===== config.mk =====
export PLATFORM = sky130hd
export DESIGN_NAME = bios_ram_loader
export DESIGN_NICKNAME = d
export VERILOG_FILES = /design/src/rtl/bios_ram_loader.sv
export SDC_FILE = /design/constraint.sdc
export NUM_CORES = 1
export LEC_CHECK = 0
export CORE_ASPECT_RATIO = 1.25
export CORE_UTILIZATION = 35
export CTS_CLUSTER_SIZE = 20
export DETAILED_ROUTE_END_ITERATION = 12
export GPL_TIMING_DRIVEN = 0
export PLACE_DENSITY_LB_ADDON = 0.15
export REMOVE_ABC_BUFFERS = 1
export SLEW_MARGIN = 5
export SYNTH_ARGS = -nofsm -noshare
export SYNTH_HDL_FRONTEND = slang
export SYNTH_SLANG_ARGS = --single-unit

===== constraint.sdc =====
create_clock -name clock -period 2.7 [get_ports clock]
set_input_delay 0.405 -clock clock [delete_from_list [all_inputs] [get_ports clock]]
set_output_delay 0.405 -clock clock [all_outputs]
set_load 0.01 [all_outputs]

===== src/rtl/bios_ram_loader.sv =====
// Boot-image writer: frames a byte stream (MAGIC, LEN, data, SUM) and writes
// the data words into a ROM-layout RAM, verifying header and checksum.
module bios_ram_loader #(
  parameter int unsigned ADDR_WIDTH = 11,
  parameter logic [31:0] MAGIC      = 32'hDEADBEEF
) (
  input  logic                  clock,
  input  logic                  nReset,
  input  logic                  start,
  input  logic                  rxValid,
  input  logic [7:0]            rxData,
  output logic                  rxReady,
  output logic                  writeEnable,
  output logic [ADDR_WIDTH-1:0] writeAddress,
  output logic [31:0]           writeData,
  output logic                  busy,
  output logic                  done,
  output logic                  error,
  output logic [1:0]            errorCode,
  output logic [ADDR_WIDTH:0]   wordCount
);

  localparam int unsigned CW      = ADDR_WIDTH + 1;
  localparam logic [31:0] MAX_LEN = 32'(64'd1 << ADDR_WIDTH);

  typedef enum logic [2:0] {
    S_IDLE, S_MAGIC, S_LENGTH, S_DATA, S_CHECK, S_DONE, S_ERROR
  } state_e;

  state_e                state_q, state_d;
  logic [1:0]            cnt_q, cnt_d;
  logic [23:0]           shift_q, shift_d;
  logic [CW-1:0]         len_q, len_d;
  logic [31:0]           sum_q, sum_d;
  logic                  busy_q, busy_d;
  logic                  we_q, we_d;
  logic [ADDR_WIDTH-1:0] addr_q, addr_d;
  logic [31:0]           data_q, data_d;
  logic                  done_q, done_d;
  logic                  error_q, error_d;
  logic [1:0]            code_q, code_d;
  logic [CW-1:0]         wc_q, wc_d;

  logic        xfer;
  logic        word_done;
  logic [31:0] word_be;
  logic [31:0] word_rom;

  always_ff @(posedge clock) begin
    if (!nReset) begin
      state_q <= S_IDLE;
      cnt_q   <= '0;
      shift_q <= '0;
      len_q   <= '0;
      sum_q   <= '0;
      busy_q  <= 1'b0;
      we_q    <= 1'b0;
      addr_q  <= '0;
      data_q  <= '0;
      done_q  <= 1'b0;
      error_q <= 1'b0;
      code_q  <= '0;
      wc_q    <= '0;
    end else begin
      state_q <= state_d;
      cnt_q   <= cnt_d;
      shift_q <= shift_d;
      len_q   <= len_d;
      sum_q   <= sum_d;
      busy_q  <= busy_d;
      we_q    <= we_d;
      addr_q  <= addr_d;
      data_q  <= data_d;
      done_q  <= done_d;
      error_q <= error_d;
      code_q  <= code_d;
      wc_q    <= wc_d;
    end
  end

  always_comb begin
    state_d = state_q;
    cnt_d   = cnt_q;
    shift_d = shift_q;
    len_d   = len_q;
    sum_d   = sum_q;
    we_d    = 1'b0;
    addr_d  = addr_q;
    data_d  = data_q;
    done_d  = done_q;
    error_d = error_q;
    code_d  = code_q;
    wc_d    = wc_q;

    // busy_q doubles as rxReady: bytes are only taken in the framing states
    xfer      = rxValid && busy_q;
    word_done = xfer && (cnt_q == 2'd3);
    word_be   = {shift_q, rxData};
    word_rom  = {rxData, shift_q[7:0], shift_q[15:8], shift_q[23:16]};

    if (xfer) begin
      cnt_d   = cnt_q + 2'd1;
      shift_d = word_be[23:0];
    end

    case (state_q)
      S_IDLE, S_DONE, S_ERROR: begin
        if (start) begin
          done_d  = 1'b0;
          error_d = 1'b0;
          code_d  = 2'd0;
          wc_d    = '0;
          sum_d   = '0;
          cnt_d   = 2'd0;
          state_d = S_MAGIC;
        end
      end
      S_MAGIC: begin
        if (word_done) begin
          if (word_be == MAGIC) begin
            state_d = S_LENGTH;
          end else begin
            error_d = 1'b1;
            code_d  = 2'd1;
            state_d = S_ERROR;
          end
        end
      end
      S_LENGTH: begin
        if (word_done) begin
          if ((word_be == 32'd0) || (word_be > MAX_LEN)) begin
            error_d = 1'b1;
            code_d  = 2'd2;
            state_d = S_ERROR;
          end else begin
            len_d   = CW'(word_be);
            state_d = S_DATA;
          end
        end
      end
      S_DATA: begin
        if (word_done) begin
          we_d   = 1'b1;
          addr_d = wc_q[ADDR_WIDTH-1:0];
          data_d = word_rom;
          sum_d  = sum_q + word_rom;
          wc_d   = wc_q + CW'(1);
          if (wc_d == len_q) state_d = S_CHECK;
        end
      end
      S_CHECK: begin
        if (word_done) begin
          if (word_rom == sum_q) begin
            done_d  = 1'b1;
            state_d = S_DONE;
          end else begin
            error_d = 1'b1;
            code_d  = 2'd3;
            state_d = S_ERROR;
          end
        end
      end
      default: state_d = S_IDLE;
    endcase

    busy_d = (state_d == S_MAGIC) || (state_d == S_LENGTH) ||
             (state_d == S_DATA)  || (state_d == S_CHECK);
  end

  assign rxReady      = busy_q;
  assign busy         = busy_q;
  assign writeEnable  = we_q;
  assign writeAddress = addr_q;
  assign writeData    = data_q;
  assign done         = done_q;
  assign error        = error_q;
  assign errorCode    = code_q;
  assign wordCount    = wc_q;

endmodule


-- Word level (Yosys, flattened, before mapping)
Cells that the tools add are included.
- register bits: 134
- bits of input ports: 12
- output and inout bits: 62
- add/sub/neg operators: 3
- $lt $le $gt $ge: 1
- eq/ne operators: 23
- muxes and demuxes: 39
- bitwise logic cells: 1
- reductions and logical operators: 18
- operators with widths (operator ; count):
    $mux 32 ; 2
    $pmux 32 s2 ; 1
    $add 32x32->32 ; 1
    $eq 32x32->1 ; 1
    $eq 32x32->1 const B ; 1
    $gt 32x12->1 const B ; 1
    $logic_not 32->1 ; 1
    $mux 12 ; 2
    $mux 3 ; 8
    $pmux 12 s2 ; 1
    $mux 2 ; 11
    $ne 2x2->1 const B ; 9
    $pmux 3 s5 ; 1
    $add 12x1->12 const B ; 1
    $eq 12x12->1 ; 1
    $eq 3x2->1 const B ; 4
    $eq 3x3->1 const B ; 4
    $mux 1 ; 10
    $pmux 2 s4 ; 1
    $reduce_and 8->1 ; 1
    $eq 3x1->1 const B ; 2
    $reduce_and 3->1 ; 2
    $logic_or 1x1->1 ; 4
    $pmux 1 s4 ; 1
    11 further kinds ; 14

-- Logic depth before layout (Yosys ltp)
Gate-level depths: netlist of the first run.
- depth after elaboration: 9
- depth in mapped cells: 11
- mapped depth without buffers: 11

-- Least setup slack after synthesis of the first run
Ideal clock, no wire load.
- path kind: register -> register
- start: register shift_q[17]
- end: register sum_q[31]
- library setup time: 0.074 ns
- data arrival time: 2.492 ns
- data required time: 2.626 ns
- slack: 0.133 ns
- stages on the path, launching flop included: 11
- clock period less this slack: 2.567 ns
- path through: dfxtp_1 -> ha_1 -> a211oi_1 -> nor2_1 -> o311a_1 -> o41ai_2 -> nand4_1 -> a211oi_2 -> xor2_1 -> or3_1 -> a31oi_1
- longest elaborated chain between the ends: 3
- ends and longest elaborated chain (what ; line ; source):
    start, declared ; 32 ; logic [23:0] shift_q, shift_d;
    start signal, assigned ; 67 ; shift_q <= shift_d;
    $add 32x32->32 ; 146 ; sum_d = sum_q + word_rom;
    $mux 32 ; 142 ; if (word_done) begin
    $pmux 32 s2 ; 106 ; case (state_q)
    end signal, assigned ; 69 ; sum_q <= sum_d;
    end, declared ; 34 ; logic [31:0] sum_q, sum_d;
Every way passes these cells. The select of a mux whose other input is x is not followed.
A chain may end at the register's enable or synchronous reset.

-- Final worst setup path of the first run
- start: register shift_q[18]
- end: register sum_q[31]
Same word-level chain as after synthesis.

==> flow_summary.json, run 1 <==
{
  "rows": 58,
  "die_w_um": 131,
  "grt_pass1_vias": 6356,
  "synth_area_um2": 7240,
  "clock_latency_ns": 0.42,
  "vdd_drop_max_mv": 0.414,
  "slew_headroom_pct": 36.5,
  "die-area_um2": 21300,
  "worstSetupEndpointType": "flip-flop",
  "syn_inst": 896,
  "final_nets": 1001,
  "drc_errors": 0,
  "nFillCells": 2039,
  "cts.reportedPaths.clkPinSlew_ns": 0.06,
  "final_util_pct": 46.3,
  "dp_cells": 1192,
  "first_pass_iters": 4,
  "status": "finished, final reports clean",
  "antennaDiodeCount": 0,
  "setup-violations-final": 0,
  "skew_ns": 0.00853,
  "crit_end": "sum_q[31]",
  "finalInstanceArea_um2": 9350,
  "clk_path_buf_depth": 2,
  "reg2reg_depth": 10,
  "dp_hpwl_mm": 14.6,
  "synth_top_area_share_pct": 37.1,
  "cts_hold_buffers": 0,
  "max_cap_viol_count": 0,
  "finalCritPeriodShare_pct": 99.0,
  "synth_seq_area_share_pct": 37.1,
  "max_freq_ghz": 0.374,
  "grt_max_degree": 42,
  "drive_above_1_share_pct": 14.9,
  "port_buffers": 73,
  "yosys.area.top_type": "dfxtp_1",
  "cp-startpoint": "shift_q[18]",
  "grt_first_pass_wirelength_mm": 33.8,
  "cts_sinks": 134,
  "start_util_pct": 35.9,
  "tritoncts": "yes",
  "die_y_um": 163,
  "hold_path.class": "input pin to flip-flop",
  "place_congestion": 0.847,
  "async_flop_share_pct": 0,
  "cp-start-kind": "flip-flop",
  "grtUsageTotal_pct": 20.7,
  "grt_setup_unrepaired": "true",
  "cp.arrival_ns": 3.03,
  "yosysWarnings": 0,
  "ys_ff_latch": 134,
  "cts_buffers": 17,
  "vias": 6589,
  "netlist-cell-type-count": 67,
  "slew_viol_final": 0,
  "synth_edf_count": 0,
  "crit_type": "flip-flop to flip-flop",
  "reg2reg_slack_ns": 0.03,
  "cp_max_fo": 5,
  "fp.coreArea_um2": 20200,
  "leakagePower_uw": 0.00353,
  "power.density_nw_per_um2": 492,
  "cts.root.buffer_cell": "clkbuf_16",
  "synth.area.top_cells": "dfxtp_1 (37%), nand2_1 (8.8%), ha_1 (5.7%)",
  "io_pins": 74,
  "hold_viol_final": 0,
  "syn2layout_area_growth_pct": 29.1,
  "rr_startpoint": "shift_q[18]",
  "synthTopCellsByCount": "nand2_1 (170), dfxtp_1 (134), a21oi_1 (62)",
  "antenna_found_initial": 0,
  "grt_overflow": 0,
  "wl_per_cell_um": 17.2,
  "antenna_left": 0,
  "worstReg2RegEnd": "sum_q[31]",
  "synthFlopType": "dfxtp_1",
  "drt_iter0_markers": 326,
  "fin_crit_ns": 2.67,
  "yosysMostFrequentCell": "nand2_1",
  "drt-total-wl_mm": 21.3,
  "placed_area_um2": 8260,
  "h-tree-depth": 4,
  "via_per_inst": 5.32,
  "avgSynthCellArea_um2": 8.08,
  "worstMarginPinSlew_ns": 0.950,
  "stdcell_count": 1238,
  "cp.required_ns": 3.05
}
-- metrics by stage --
stage                     TNS, ns  worst slack (ns)  hold WS [ns]  power (µW)
final                           0            0.0265         0.422        4600
after global routing       -0.167           -0.0989         0.423        4780
after CTS                 -0.0999           -0.0595         0.452        4650
after detailed placement  -103.31             -1.62         0.445        2310
after global placement    -395.97             -5.70         0.439        2300
after floorplan           -103.31             -2.00         0.429        2180
-- area by class of cell --
type	count	area [µm²]	share of cell area, %
Multi-Input combinational cell	695	4660	49.8
Sequential cell	134	2730	29.2
Timing Repair Buffer	93	978	10.5
Clock buffer	24	492	5.26
Tap cell	270	338	3.61
Clock inverter	8	96.3	1.03
Inverter	14	53.8	0.576
-- critical path, cell delays in order (launching register included) --
cell      delay, ns
dfxtp_2        0.39
ha_4           0.24
o21ai_1        0.17
nor2_2         0.08
o311a_4        0.35
o41ai_4        0.38
nand4_1        0.19
a211oi_2       0.24
xor2_1         0.10
or3_1          0.31
a31oi_1        0.16
-- sequential cells by signal, indices dropped and copies added (netlist names), 3 cells and up --
| register | flops |
|---|---|
| writeAddress | 11 |
| sum_q | 32 |
| state_q | 3 |
| shift_q | 24 |
| wordCount | 12 |
| len_q | 12 |
| writeData | 32 |
-- power breakdown --
group | leakage (µW) | internal [µW] | total, µW | switching, µW
registers | 0.00110 | 1990 | 2020 | 31.3
logic | 0.00214 | 96.3 | 257 | 161
clock network | 0.000290 | 1450 | 2330 | 874
total | 0.00353 | 3540 | 4600 | 1070
-- timing repair --
action	4_1_cts	5_1_grt
pin swaps	15	10
setup endpoints to repair	107	15
gates cloned	1	1
resized for setup	60	45
setup buffers	8	4
-- per-layer routing --
layer	global-route usage [%]	up-vias	wire (µm)
met2	36.8	137	10800
met5	0	-	0
met1	24.6	3126	9240
met4	7.05	0	442
met3	3.98	28	776
li1	-	3298	-
-- cells in the final DEF (no fill, tap or decap), drive strengths merged, types with 20 or more instances in the layout --
| master | count |
|---|---|
| o21ai | 43 |
| nor2 | 51 |
| nor2b | 21 |
| clkbuf | 24 |
| xnor2 | 23 |
| a21oi | 62 |
| nand2 | 171 |
| a22oi | 20 |
| clkdlybuf4s50 | 65 |
| dfxtp | 134 |
| buf | 21 |
| a21boi | 45 |
| ha | 33 |
-- cell families after synthesis --
logic type	count (synthesis)	synth area share, %
compound gates	249	23.3
flops	134	37.1
fa+ha+maj	34	5.98
xor+xnor	41	4.96
mux	13	1.80
buf+inv	69	3.87
simple gates	356	23.0
-- worst min-delay path by stage --
stage / start / to / cells after the start
final: rxData[6] / writeData[30] / 3
after global routing: rxData[6] / writeData[30] / 3
after CTS: sum_q[17] / sum_q[17] / 2
after detailed placement: sum_q[17] / sum_q[17] / 2
after global placement: sum_q[16] / sum_q[16] / 2
after floorplan: sum_q[29] / sum_q[29] / 2
No activity file was read; power rests on OpenSTA's default activity.
==> run 2, diff against run 1 <==
Settings changed: ABC_AREA set to 1, HOLD_SLACK_MARGIN set to 0.06.
==> run 2 against run 1 <==
  * Clock power grew 8%
  * Register-to-register slack gained 0.22 ns
  * Synthesized cell count grew 22%
  * Maximum frequency grew 9.0%
  * Critical path depth grew 3
  * Total power grew 7.7%
  * Worst hold slack gained 0.048 ns
  * Sequential power grew 2%
  * Global-route usage grew 0.29 points
  * Sequential cell count is the same
==> flow_summary.json, run 2 <==
{
  "status": "finished, final reports clean",
  "synthTopCellsByCount": "nand2_1 (212), a21oi_1 (153), dfxtp_1 (134)",
  "synth_area_um2": 7390,
  "finalCritPeriodShare_pct": 90.8,
  "hold_path.class": "flip-flop to flip-flop",
  "max_cap_viol_count": 0,
  "syn_inst": 1089,
  "final_util_pct": 43.8,
  "vdd_drop_max_mv": 0.443,
  "die_w_um": 132,
  "grt_overflow": 0,
  "worstReg2RegEnd": "sum_q[28]",
  "dp_cells": 1397,
  "die-area_um2": 21700,
  "cts_sinks": 134,
  "netlist-cell-type-count": 40,
  "worstMarginPinSlew_ns": 0.712,
  "grt_max_degree": 77,
  "synth_seq_area_share_pct": 36.3,
  "slew_headroom_pct": 52.1,
  "start_util_pct": 35.6,
  "synth.area.top_cells": "dfxtp_1 (36%), nand2_1 (11%), a21oi_1 (10%)",
  "drt_iter0_markers": 369,
  "netSwitchingFraction_pct": 26.7,
  "antenna_found_initial": 0,
  "cp-startpoint": "shift_q[16]",
  "cp_max_fo": 4,
  "final_common_cell": "nand2_1",
  "grt_first_pass_wirelength_mm": 35.8,
  "ys_ff_latch": 134,
  "die_y_um": 164,
  "crit_end": "sum_q[28]",
  "synthFlopType": "dfxtp_1",
  "synth_edf_count": 0,
  "h-tree-depth": 4,
  "pwr-share-comb_pct": 7.7,
  "nFillCells": 2211,
  "p_int_uw": 3630,
  "antennaDiodeCount": 0,
  "p_switching_uw": 1320,
  "reg2reg_depth": 13,
  "clk_path_buf_depth": 2,
  "slew_viol_final": 0,
  "reg2reg_slack_ns": 0.25,
  "grt_setup_unrepaired": "false",
  "vias": 7307,
  "setup-violations-final": 0,
  "drive_above_1_share_pct": 7.33,
  "syn2layout_area_growth_pct": 23.0,
  "drt-total-wl_mm": 22.4,
  "io_pins": 74,
  "stdcell_count": 1433,
  "grt_pass1_vias": 6856,
  "cts_buffers": 17,
  "avgSynthCellArea_um2": 6.78,
  "register_area_um2": 2680,
  "power.density_nw_per_um2": 545,
  "multi_input_area_um2": 4150,
  "crit_type": "flip-flop to flip-flop",
  "clock_latency_ns": 0.43,
  "fin_crit_ns": 2.45,
  "cp.required_ns": 3.01,
  "port_buffers": 73,
  "wl_per_cell_um": 15.6,
  "dp_hpwl_mm": 16.0,
  "drc_errors": 0,
  "worstSetupEndpointType": "flip-flop",
  "cts.root.buffer_cell": "clkbuf_16",
  "place_congestion": 0.919,
  "antenna_left": 0,
  "yosysMostFrequentCell": "nand2_1",
  "max_freq_ghz": 0.408,
  "fp.coreArea_um2": 20700,
  "holdWs_ns": 0.470,
  "skew_ns": 0.0112,
  "hold_viol_final": 0,
  "async_flop_share_pct": 0,
  "rr_startpoint": "shift_q[16]",
  "seqPwrFrac_pct": 41.5,
  "total_power_uw": 4960,
  "tritoncts": "yes",
  "yosysWarnings": 0,
  "yosys.area.top_type": "dfxtp_1",
  "first_pass_iters": 6,
  "leakagePower_uw": 0.00361,
  "final_cell_mix": "nand2_1 (210), a21oi_1 (153), dfxtp_1 (134)",
  "cp.arrival_ns": 2.76,
  "synth_top_area_share_pct": 36.3,
  "cts.reportedPaths.clkPinSlew_ns": 0.07,
  "cp-start-kind": "flip-flop",
  "final_nets": 1192,
  "p_clk_share_pct": 50.8,
  "grtUsageTotal_pct": 21.0,
  "via_per_inst": 5.10,
  "rows": 59
}
run 2: changes by cell type after synthesis, moves of 21 or more:
cell,change
nor2_1,+58
nand2_1,+42
a21boi_0,-41
nor2b_1,-21
nand3_1,+61
o21ai_0,+80
a21oi_1,+91
inv_1,+97
clkbuf_1,-21
run 2: worst max-delay path: stages, from the launching register on:
cell and delay [ns]:
dfxtp_1 0.33, ha_1 0.23, fa_1 0.39, nand2_1 0.09, nand2_1 0.05, o21ai_1 0.17, inv_1 0.16, nand4_1 0.14
nand3_1 0.16, nand2_1 0.12, nand3_1 0.09, or2_2 0.28, nand3_1 0.06, a21oi_1 0.06
run 2: logic make-up (layout without fill, tap and decap cells):
family                     Yosys count  count (layout)  share of synthesized area (%)
and+or+nand+nor                    480             481                           29.1
AOI/OAI and AO/OA                  282             282                           19.6
buffers and inverters              154             223                           8.50
DFF                                134             134                           36.3
adders and majority gates           34              34                           5.86
xor gates and xnor gates             5               5                          0.593
run 2: stage by stage:
stage          cell area, µm²  TNS [ns]  setup slack [ns]
2_1_floorplan            7180    -38.87            -0.674
3_3_place_gp             8250   -297.43             -3.19
3_5_place_dp             8320   -194.40             -2.22
4_1_cts                  9020         0            0.0535
5_1_grt                  9090         0            0.0700
6_report                 9090         0             0.247
run 2: timing repair:
item,in CTS,in global routing
endpoints found under the setup margin,107,30
gates cloned,1,2
pin swaps,0,1
hold buffers,0,0
gates resized for setup,13,5
setup buffers,0,1
run 2: worst min path at each step:
stage	startpoint	endpoint	slack, ns	cells after the start
after detailed placement	len_q[5]	len_q[5]	0.46	2
after global routing	sum_q[12]	sum_q[12]	0.49	2
after global placement	sum_q[4]	sum_q[4]	0.45	2
after CTS	len_q[5]	len_q[5]	0.47	2
after floorplan	len_q[1]	len_q[1]	0.44	2
final	sum_q[0]	sum_q[0]	0.47	2
run 2: power by group through the flow:
stage	logic (µW)	clock network, µW	registers [µW]
6_report	380	2520	2060
5_1_grt	425	2660	2060
4_1_cts	372	2560	2060
3_5_place_dp	364	0	2100
3_3_place_gp	359	0	2100
2_1_floorplan	216	0	2080
run 2: layout make-up:
cell class	instances	area share (%)
Multi-Input combinational cell	802	45.7
Sequential cell	134	29.5
Timing Repair Buffer	78	9.09
Inverter	112	4.90
Clock buffer	17	4.68
Tap cell	274	3.77
Clock inverter	15	2.31
Timing Repair inverter	1	0.0551
run 2: metal layers:
layer	routed length (µm)	GRT usage, %
met5	0	0
met4	357	6.61
met1	10000	25.5
met2	11400	38.4
met3	527	2.95
==> run 3, diff against run 2 <==
Settings changed: CORE_UTILIZATION 35 to 48.
==> run 3 against run 2 <==
  * Via count increased by 0.60%
  * Cell count decreased by 6.6%
  * Combinational power about the same
  * Non-clock buffer count decreased by 1
  * Critical path depth decreased by 3
  * Final area decreased by 2.0%
  * First-iteration DRC count increased by 27%
  * Critical endpoint is now sum_q[31]
==> flow_summary.json, run 3 (synthesis results as in run 2) <==
{
  "hold_path.class": "flip-flop to flip-flop",
  "h-tree-depth": 4,
  "min_from": "len_q[3]",
  "power.density_nw_per_um2": 553,
  "vias": 7351,
  "first_pass_iters": 5,
  "die_y_um": 141,
  "slew_headroom_pct": 60.0,
  "placed_area_um2": 8210,
  "drt_iter0_markers": 468,
  "worstReg2RegEnd": "sum_q[28]",
  "port_buffers": 73,
  "crit_chain": "clkdlybuf4s50_1, nand2_4, clkinvlp_4, nand2_2, inv_1, nand2_4, inv_8, buf_16, nand3_1, a21oi_1",
  "cts_sinks": 134,
  "skew_ns": 0.00924,
  "holdWs_ns": 0.466,
  "status": "finished, final reports clean",
  "final_common_cell": "nand2_1",
  "fp.coreArea_um2": 15000,
  "rows": 50,
  "cts.root.buffer_cell": "clkbuf_16",
  "clk_path_buf_depth": 2,
  "grt_pass1_vias": 6810,
  "drive_above_1_share_pct": 6.91,
  "via_per_inst": 5.49,
  "antenna_found_initial": 0,
  "reg2reg_depth": 13,
  "vdd_drop_max_mv": 0.273,
  "die-area_um2": 15900,
  "worstSetupEndpointType": "flip-flop",
  "pre_cts_ws_ns": -2.15,
  "antennaDiodeCount": 0,
  "drc_errors": 0,
  "min_path_cells": 2,
  "setup_ws_ns": 0.228,
  "grt_overflow": 0,
  "cts.reportedPaths.clkPinSlew_ns": 0.06,
  "final_nets": 1190,
  "finalCritPeriodShare_pct": 91.5,
  "leakagePower_uw": 0.00362,
  "drt-total-wl_mm": 20.8,
  "cp.required_ns": 3.06,
  "final_cell_mix": "nand2_1 (210), a21oi_1 (153), dfxtp_1 (134)",
  "min_to": "len_q[3]",
  "crit_type": "input pin to flip-flop",
  "worstMarginPinSlew_ns": 0.595,
  "antenna_left": 0,
  "cp_slowest_cell": "clkdlybuf4s50_1",
  "syn2layout_area_growth_pct": 20.5,
  "grtUsageTotal_pct": 27.4,
  "start_util_pct": 49.2,
  "hold_viol_final": 0,
  "rr_startpoint": "shift_q[16]",
  "final_util_pct": 59.3,
  "io_pins": 74,
  "stdcell_count": 1339,
  "grt_first_pass_wirelength_mm": 33.9,
  "fin_crit_ns": 2.47,
  "dp_cells": 1305,
  "dp_hpwl_mm": 15.0,
  "reg2reg_slack_ns": 0.27,
  "cp_max_fo": 69,
  "worst_path_largest_cell_delay_ns": 0.50,
  "path_common_cell": "nand2_4",
  "grt_max_degree": 70,
  "cp.arrival_ns": 2.83,
  "grt_setup_unrepaired": "false",
  "slew_viol_final": 0,
  "place_congestion": 0.941,
  "tritoncts": "yes",
  "die_w_um": 113,
  "setup-violations-final": 0,
  "cp-start-kind": "input pin",
  "max_freq_ghz": 0.405,
  "wl_per_cell_um": 15.6,
  "clock_latency_ns": 0.43,
  "max_cap_viol_count": 0,
  "finalInstanceArea_um2": 8910,
  "cts_buffers": 17
}
## run 3: cell count changes in the layout (fill, tap and decap cells not counted), sizes merged
cell,previous run,this run
clkbuf,18,23
inv,116,111
clkinv,6,3
clkinvlp,3,5
nand3,84,83
## run 3: worst max-delay path: cells and delay by family
kind	cells	cell delay, ns
buf+inv	5	1.50
simple gates	4	0.71
compound gates	1	0.14
## run 3: metal layers
layer,wire length [µm],vias to the layer above,GRT usage [%],share of wire (%)
met5,0,-,0,0
met4,634,0,13.0,3.0
met3,729,46,4.47,3.5
met2,10200,159,47.2,49
met1,9280,3393,33.2,45
li1,-,3753,-,-
## run 3: layout make-up
class	count	area, µm²
Clock buffer	23	498
Clock inverter	9	139
Fill cell	1477	6110
Inverter	112	437
Multi-Input combinational cell	801	4120
Sequential cell	134	2680
Tap cell	182	228
Timing Repair Buffer	77	801
Timing Repair inverter	1	5.00
## run 3: what timing repair did
item                       CTS  global route
gates cloned                 1             0
setup endpoints to repair  107            82
hold endpoints to repair     0             0
hold buffers                 0             0
gates resized for setup      8             4
buffers inserted             0             1
## run 3: power by group
group          total, µW  switching (µW)  leakage (µW)  internal (µW)
Combinational        377             252       0.00223            125
Clock               2480             902      0.000303           1580
Sequential          2060            48.2       0.00108           2010
## run 3: worst max-delay path by stage
stage             from            to  slack (ns)  depth (start not counted)
6_report       rxValid     sum_q[31]        0.23                         10
5_1_grt        rxValid     sum_q[13]        0.01                         10
4_1_cts        rxValid     sum_q[31]        0.05                         10
3_5_place_dp   rxValid  wordCount[0]       -2.15                         10
3_3_place_gp   rxValid          busy       -3.04                         12
2_1_floorplan     busy          busy       -0.67                         11
## run 3: per-stage QoR
| step | power [µW] | TNS [ns] |
|---|---|---|
| final | 4920 | 0 |
| after global routing | 5080 | 0 |
| after CTS | 4940 | 0 |
| after detailed placement | 2460 | -188.72 |
| after global placement | 2450 | -284.09 |
| after floorplan | 2300 | -38.87 |
